`config.mk`:
```
export PLATFORM = sky130hd
export DESIGN_NAME = pic_ack_eoi_sequencer
export DESIGN_NICKNAME = d
export VERILOG_FILES = /design/src/rtl/pic_ack_eoi_sequencer.sv
export SDC_FILE = /design/constraint.sdc
export NUM_CORES = 1
export LEC_CHECK = 0
export CAP_MARGIN = 10
export CORE_MARGIN = 10
export CORE_UTILIZATION = 45
export DETAILED_ROUTE_END_ITERATION = 7
export PLACE_DENSITY = 0.69
export SYNTH_ARGS = -nofsm -noshare
export SYNTH_HDL_FRONTEND = slang
export SYNTH_SLANG_ARGS = --single-unit
```
`constraint.sdc`:
```
create_clock -name clk -period 8.19 [get_ports clk]
set_input_delay 2.0475 -clock clk [delete_from_list [all_inputs] [get_ports clk]]
set_output_delay 2.0475 -clock clk [all_outputs]
set_load 0.02 [all_outputs]
```
`src/rtl/pic_ack_eoi_sequencer.sv`:
```
// 8259A acknowledge / end-of-interrupt sequencer: runs the two-pulse INTA
// handshake, decodes OCW2 EOI/rotate commands, drives ISR set/clear masks.
module pic_ack_eoi_sequencer (
  input  logic       clk,
  input  logic       rst_n,
  input  logic       inta_n,
  input  logic [7:0] interrupt_request_highest,
  input  logic [7:0] in_service_register,
  input  logic [4:0] vector_base,
  input  logic       auto_eoi,
  input  logic       ocw2_write,
  input  logic [7:0] ocw2_data,
  output logic [7:0] acknowledge_interrupt,
  output logic       latch_in_service,
  output logic [7:0] end_of_interrupt,
  output logic [2:0] priority_rotate,
  output logic [7:0] data_out,
  output logic       data_out_en
);

  typedef enum logic [1:0] {
    IDLE,
    ACK1,
    WAIT2,
    ACK2
  } state_t;

  state_t     state;
  logic       inta_prev;
  // Set once inta_n has been seen high; blocks a false fall when
  // inta_n is held low through reset release.
  logic       inta_armed;
  logic       rotate_on_aeoi;
  logic       spurious;
  logic [2:0] level;

  logic       fall;
  logic       rise;
  logic       his_valid;
  logic [2:0] his_level;
  logic [2:0] scan_lvl;
  logic [2:0] req_idx;
  logic [7:0] ocw_clear;
  logic       ocw_rot_en;
  logic [2:0] ocw_rot_val;
  logic       ocw_raeoi_wr;
  logic       aeoi_fire;
  logic [7:0] aeoi_mask;
  logic [2:0] ocw_l;

  assign fall  = inta_prev & ~inta_n & inta_armed;
  assign rise  = ~inta_prev & inta_n;
  assign ocw_l = ocw2_data[2:0];

  // Highest in service: first ISR bit scanning up from rotate+1.
  always_comb begin
    his_valid = 1'b0;
    his_level = 3'd0;
    scan_lvl  = 3'd0;
    for (int k = 7; k >= 0; k--) begin
      scan_lvl = priority_rotate + 3'(k) + 3'd1;
      if (in_service_register[scan_lvl]) begin
        his_valid = 1'b1;
        his_level = scan_lvl;
      end
    end
  end

  always_comb begin
    req_idx = 3'd0;
    for (int i = 0; i < 8; i++) begin
      if (interrupt_request_highest[i]) req_idx = 3'(i);
    end
  end

  always_comb begin
    ocw_clear    = 8'h00;
    ocw_rot_en   = 1'b0;
    ocw_rot_val  = ocw_l;
    ocw_raeoi_wr = 1'b0;
    if (ocw2_write) begin
      unique case (ocw2_data[7:5])
        3'b001: if (his_valid) ocw_clear = 8'h01 << his_level;
        3'b011: ocw_clear = 8'h01 << ocw_l;
        3'b101: begin
          if (his_valid) begin
            ocw_clear   = 8'h01 << his_level;
            ocw_rot_en  = 1'b1;
            ocw_rot_val = his_level;
          end
        end
        3'b111: begin
          ocw_clear  = 8'h01 << ocw_l;
          ocw_rot_en = 1'b1;
        end
        3'b110: ocw_rot_en = 1'b1;
        3'b100: ocw_raeoi_wr = 1'b1;
        3'b000: ocw_raeoi_wr = 1'b1;
        default: ;
      endcase
    end
  end

  assign aeoi_fire = (state == ACK2) & rise & auto_eoi & ~spurious;
  assign aeoi_mask = aeoi_fire ? (8'h01 << level) : 8'h00;

  always_ff @(posedge clk) begin
    if (!rst_n) begin
      state                 <= IDLE;
      inta_prev             <= 1'b1;
      inta_armed            <= inta_n;
      rotate_on_aeoi        <= 1'b0;
      spurious              <= 1'b0;
      level                 <= 3'd0;
      acknowledge_interrupt <= 8'h00;
      latch_in_service      <= 1'b0;
      end_of_interrupt      <= 8'h00;
      priority_rotate       <= 3'd7;
      data_out              <= 8'h00;
      data_out_en           <= 1'b0;
    end else begin
      inta_prev             <= inta_n;
      inta_armed            <= inta_armed | inta_n;
      acknowledge_interrupt <= 8'h00;
      latch_in_service      <= 1'b0;
      end_of_interrupt      <= ocw_clear | aeoi_mask;

      // OCW2 rotation overrides an AEOI rotation in the same cycle.
      if (ocw_rot_en)
        priority_rotate <= ocw_rot_val;
      else if (aeoi_fire && rotate_on_aeoi)
        priority_rotate <= level;

      if (ocw_raeoi_wr) rotate_on_aeoi <= ocw2_data[7];

      unique case (state)
        IDLE: begin
          if (fall) begin
            if (interrupt_request_highest != 8'h00) begin
              acknowledge_interrupt <= interrupt_request_highest;
              latch_in_service      <= 1'b1;
              level                 <= req_idx;
              spurious              <= 1'b0;
            end else begin
              spurious <= 1'b1;
              level    <= 3'd7;
            end
            state <= ACK1;
          end
        end
        ACK1: if (rise) state <= WAIT2;
        WAIT2: begin
          if (fall) begin
            data_out    <= {vector_base, level};
            data_out_en <= 1'b1;
            state       <= ACK2;
          end
        end
        ACK2: begin
          if (rise) begin
            data_out_en <= 1'b0;
            state       <= IDLE;
          end
        end
        default: state <= IDLE;
      endcase
    end
  end

endmodule

```
==> results of run 1 <==
[routing by layer]
metal	GRT usage (%)	vias to the layer above	wire [um]
li1	-	1280	-
met1	17.84	1239	3203
met2	24.79	91	3577
met3	4.908	9	550
met4	5.481	0	92
met5	0	-	0
[synthesized netlist by cell type (all sizes together), types with 6 or more instances]
library cell  count  area [um^2]
a21oi            22        110.1
and3              8        50.05
buf               8        47.54
clkbuf            7        26.28
dfxtp            38        760.7
ha                7        87.58
inv              13        48.80
mux2i            21        210.2
mux4             12        274.0
nand2            38        142.6
nand2b            6        37.54
nand3             9        50.05
nor2             25        93.84
nor3             14        70.07
o21ai            11        55.05
[metrics by stage]
step | worst slack (ns) | instances
2_1_floorplan | 4.025 | 313
3_3_place_gp | 3.199 | 435
3_5_place_dp | 3.179 | 435
4_1_cts | 3.462 | 443
5_1_grt | 3.245 | 443
6_report | 3.424 | 443
[logic make-up after synthesis]
kind of cell / share of synthesized area, %
AO/OA/AOI/OAI: 17.54
adder cells (fa/ha/maj): 3.265
XOR/XNOR: 1.773
multiplexers: 20.15
AND/OR/NAND/NOR: 24.35
flip-flops: 28.36
buffers and inverters: 4.571
[report_power, final]
group	switching (uW)	internal, uW
sequential	15.5	199
clock	62.6	67.9
combinational	125	100
total	203	367
[area by class of cell]
class | count | area [um^2]
Sequential cell | 38 | 760.7
Tap cell | 75 | 93.84
Fill cell | 533 | 2441
Clock inverter | 1 | 5.005
Multi-Input combinational cell | 247 | 1799
Inverter | 13 | 48.80
Clock buffer | 7 | 86.33
Timing Repair Buffer | 62 | 615.6
[sequential cells by signal, summed over array words and instances, names as in the netlist]
register,flops
level,3
inta_armed,1
end_of_interrupt,8
priority_rotate,3
rotate_on_aeoi,1
latch_in_service,1
data_out_en,1
inta_prev,1
state,2
acknowledge_interrupt,8
data_out,8
spurious,1
[worst min-delay path, delay by kind of cell, from the launching register on]
family,cells,cell delay (ns)
compound gates,1,0.05
flops,1,0.31
simple gates,1,0.05
[worst paths after layout]
path	startpoint	to	slack, ns	cells past startpoint
worst max-delay path	in_service_register[7]	end_of_interrupt[1]	3.42	9
worst min-delay path	data_out[3]	data_out[3]	0.46	2
worst max register to register	priority_rotate[0]	end_of_interrupt[1]	4.16	11
worst min register to register	data_out[3]	data_out[3]	0.46	2
==> results.toml, run 1 <==
[drt]
drcViolationCount = 0
drt_pass1_iterations = 4
ant_nets = 0
vias = 2619
via_per_inst = 5.912
wirelength_um = 7424
initialDrtViolationCount = 127
wire_per_inst_um = 16.76

[timing]
fin_skew_ns = 0.007428
tns_ns = 0
hold_ws_ns = 0.4572
period_needed_ns = 4.766
setup_violations = 0
slew_headroom_pct = 36.68
slew_violations = 0
hold_viol = 0
fin_crit_sh_pct = 58.19
fmax_mhz = 209.8
rsz0062_at_grt = "false"
tightestPinTransition_ns = 0.9425

[grt]
grt_usage_pct = 15.07
grt_pass1_wl_um = 12340
grt_antenna_before_repair = 0
grt_pass1_vias = 2555
grt_max_degree = 25
grt_overflow = 0

[setup_path]
critPathKind = "input pin to register"
arrival_ns = 4.96
startpoint_type = "input pin"
max_stage_delay_ns = 0.63
cp_max_fo = 9
crit_path_frequent_cell = "nand2b_1"
required_ns = 8.39
cp-end-kind = "register"
timing.critical_path.buf_inv = 1
cp_top_family = "simple AND/OR/NAND/NOR gates"
crit_path_cell_trace = "clkdlybuf4s50_1 > mux4_2 > mux2_2 > nand2b_1 > nand2b_1 > a21oi_1 > a31oi_1 > or4b_1 > o311ai_1"
crit_path_top_delay_cell = "mux4_2"

[final_layout]
postLayoutCellArea_um2 = 3410
final_cell_mix = "clkdlybuf4s50_1, nand2_1, dfxtp_1"
diodes = 0
syn2layout_area_growth_pct = 27.10
mostFrequentLayoutCell = "clkdlybuf4s50_1"
drive_gt1_share_pct = 7.609
fin_nets = 408
fin_util_pct = 58.28

[yosys]
synth_seq_cells = 38
synth_cells = 313
syn_avg_cell_area_um2 = 8.571
async_flop_share_pct = 0
yosysSeqAreaShare_pct = 28.36
syn-num-nets = 354
dominantRegCellSynth = "dfxtp_1"
syn-cell-area_um2 = 2683
synth_edf_count = 0
yosysWarnings = 0
synth.distinct_cells = 61

[clock_tree]
clock_path_buffers = 2
insertion_delay_ns = 0.29
cts_setup_buffers = 0
cts_tree = "yes"
cts.clk_slew.worst_paths_ns = 0.07
cts-buffers-inserted = 5
root_buffer = "clkbuf_8"
cts_resized = 0
cts_max_level = 2
hold_buffers = 0
cts_sinks = 38

[floorplan]
die_area_um2 = 9450
die_height_um = 97.21
start_util_pct = 45.85
fp.coreArea_um2 = 5851
rows = 28
chipWidth_um = 97.21
io_pins = 63

[run]
maxCapViolCount = 0

[power_and_ir_drop]
finalPower_uw = 570.2
cellLeakagePower_uw = 0.001320
ir_worst_vdd_v = 0.0001280
powerDensity_nw_per_um2 = 167.2

[placement]
place_congestion = 0.8698
placed_area_um2 = 3318
place_hpwl_um = 5490
io_buffers = 60

[worst_hold_path]
hold_path.class = "register to register"

[outcome]
status = "finished, final reports clean"
No activity file was read; power rests on OpenSTA's default activity.
==> run 2, diff against run 1 <==
Clock period 8.19 ns to 4.8 ns, I/O delays scaled along.
==> run 2 against run 1 <==
Effect of this change: critical endpoint is now end_of_interrupt[5]; sequential share of layout area is 0.19 points lower; highest routed layer unchanged; worst setup slack worse by 2.5 ns; die area stayed put; critical path type unchanged; hold slack worse by 0.0022 ns; sequential cell count stayed put.
==> results.toml, run 2 (synthesis results as in run 1) <==
[setup_path]
r2r-start = "priority_rotate[0]"
required_ns = 4.97
r2r_cells = 10
startpoint_type = "input pin"
crit_path_top_delay_cell = "mux4_2"
cp_max_fo = 9
arrival_ns = 4.05
cp-end-kind = "register"
critPathKind = "input pin to register"
timing.critical_path.buf_inv = 1
crit_path_cell_trace = "clkdlybuf4s50_1 > mux4_2 > and2_1 > a32o_1 > nor3_1 > o21ai_1 > a31oi_1 > or4_1 > o311ai_1"
max_stage_delay_ns = 0.62
r2r-end = "end_of_interrupt[5]"
cp_top_family = "compound AO/OA/AOI/OAI gates"
regToRegSetupSlack_ns = 1.20

[grt]
grt_usage_pct = 15.14
grt_antenna_before_repair = 0
grt_overflow = 0
use_met2_pct = 25.15
grt_max_degree = 24
grtUsageMet3_pct = 4.196
grt_pass1_vias = 2551
grt.busiest_layer = "met2"
use_met1_pct = 18.04
grt_pass1_wl_um = 12340

[clock_tree]
cts.clk_slew.worst_paths_ns = 0.08
cts_sinks = 38
cts-buffers-inserted = 5
cts_tree = "yes"
cts_resized = 0
cts_setup_buffers = 0
clock_path_buffers = 2
root_buffer = "clkbuf_8"
hold_buffers = 0
insertion_delay_ns = 0.29
cts_max_level = 2

[floorplan]
start_util_pct = 45.85
die_height_um = 97.21
fp.coreArea_um2 = 5851
die_area_um2 = 9450
io_pins = 63
chipWidth_um = 97.21
rows = 28

[drt]
wirelength_um = 7354
initialDrtViolationCount = 205
wire_per_inst_um = 16.53
ant_nets = 0
vias = 2591
drcViolationCount = 0
drt_pass1_iterations = 4
via_per_inst = 5.822

[final_layout]
diodes = 0
drive_gt1_share_pct = 7.838
syn2layout_area_growth_pct = 28.22
fin_nets = 410
final_cell_mix = "clkdlybuf4s50_1, nand2_1, dfxtp_1"
multiInputGateArea_um2 = 1799
ff_latch_area_um2 = 760.7
largestRegisters = "acknowledge_interrupt: 8 flops, data_out: 8 flops, end_of_interrupt: 8 flops"
mostFrequentLayoutCell = "clkdlybuf4s50_1"
fill_cells = 522

[timing]
tns_ns = 0
rsz0062_at_grt = "false"
setup_ws_ns = 0.9191
setup_violations = 0
slew_violations = 0
fin_crit_sh_pct = 80.85
fin_skew_ns = 0.008399
tightestPinTransition_ns = 0.9827
fmax_mhz = 257.7
period_needed_ns = 3.881
slew_headroom_pct = 33.99
hold_viol = 0

[power_and_ir_drop]
finalPower_uw = 1016
powerDensity_nw_per_um2 = 295.4
cellLeakagePower_uw = 0.001333
ir_worst_vdd_v = 0.0002575

[placement]
place_hpwl_um = 5456
io_buffers = 60
place_congestion = 0.8685
preCtsSetupSlack_ns = 0.6578

[worst_hold_path]
hp-start = "inta_armed"
hold_path.class = "register to register"
hold_path_depth = 1
hold_path_end = "inta_armed"

[outcome]
status = "finished, final reports clean"

[run]
maxCapViolCount = 0
==> run 2: changes by cell type in the layout (fill, tap and decap cells not counted), sizes merged <==
cell,delta
bufinv,+1
buf,+2
clkinv,-1
==> run 2: worst register-to-register path, stage by stage (launching register included) <==
cell      delay, ns
dfxtp_1        0.33
inv_1          0.14
ha_1           0.81
mux2i_1        0.30
mux4_2         0.61
nand2b_1       0.21
nand2b_1       0.14
a21oi_1        0.05
a31oi_1        0.56
or4_1          0.23
o311ai_1       0.09
==> run 2: final cells by class <==
class,count,area share [%]
timing repair buffer,64,18.33
inverter,13,1.419
clock inverter,1,0.8730
clock buffer,7,2.219
multi-input combinational,247,52.31
sequential,38,22.12
tap,75,2.728
==> run 2: power by group <==
group	switching (uW)	internal, uW	total [uW]
sequential	24.7	340	365
combinational	215	172	387
clock	108	155	264
==> run 2: metrics by stage <==
| stage | utilization [%] | area [um^2] | cells | hold slack [ns] |
|---|---|---|---|---|
| finish | 58.79 | 3440 | 445 | 0.4549 |
| global route | 58.79 | 3440 | 445 | 0.4758 |
| CTS | 58.79 | 3440 | 445 | 0.4579 |
| detailed placement | 56.97 | 3333 | 437 | 0.4419 |
| global placement | 56.97 | 3333 | 437 | 0.4373 |
| floorplan | - | 2683 | 313 | 0.4262 |
==> run 2: how the worst max path moves through the flow <==
stage	from	slack [ns]	end	depth (start not counted)
after floorplan	priority_rotate[1]	1.48	end_of_interrupt[1]	12
after global placement	in_service_register[7]	0.67	end_of_interrupt[1]	9
after detailed placement	in_service_register[4]	0.66	end_of_interrupt[1]	9
after CTS	in_service_register[7]	0.96	end_of_interrupt[5]	9
after global routing	in_service_register[4]	0.72	end_of_interrupt[1]	9
final	in_service_register[7]	0.92	end_of_interrupt[5]	9
==> run 2: layer usage <==
layer	wire, um	vias up	share of wire (%)
met4	146	0	2.0
met5	0	-	0
met2	3482	86	47
met3	542	15	7.4
li1	-	1282	-
met1	3182	1208	43
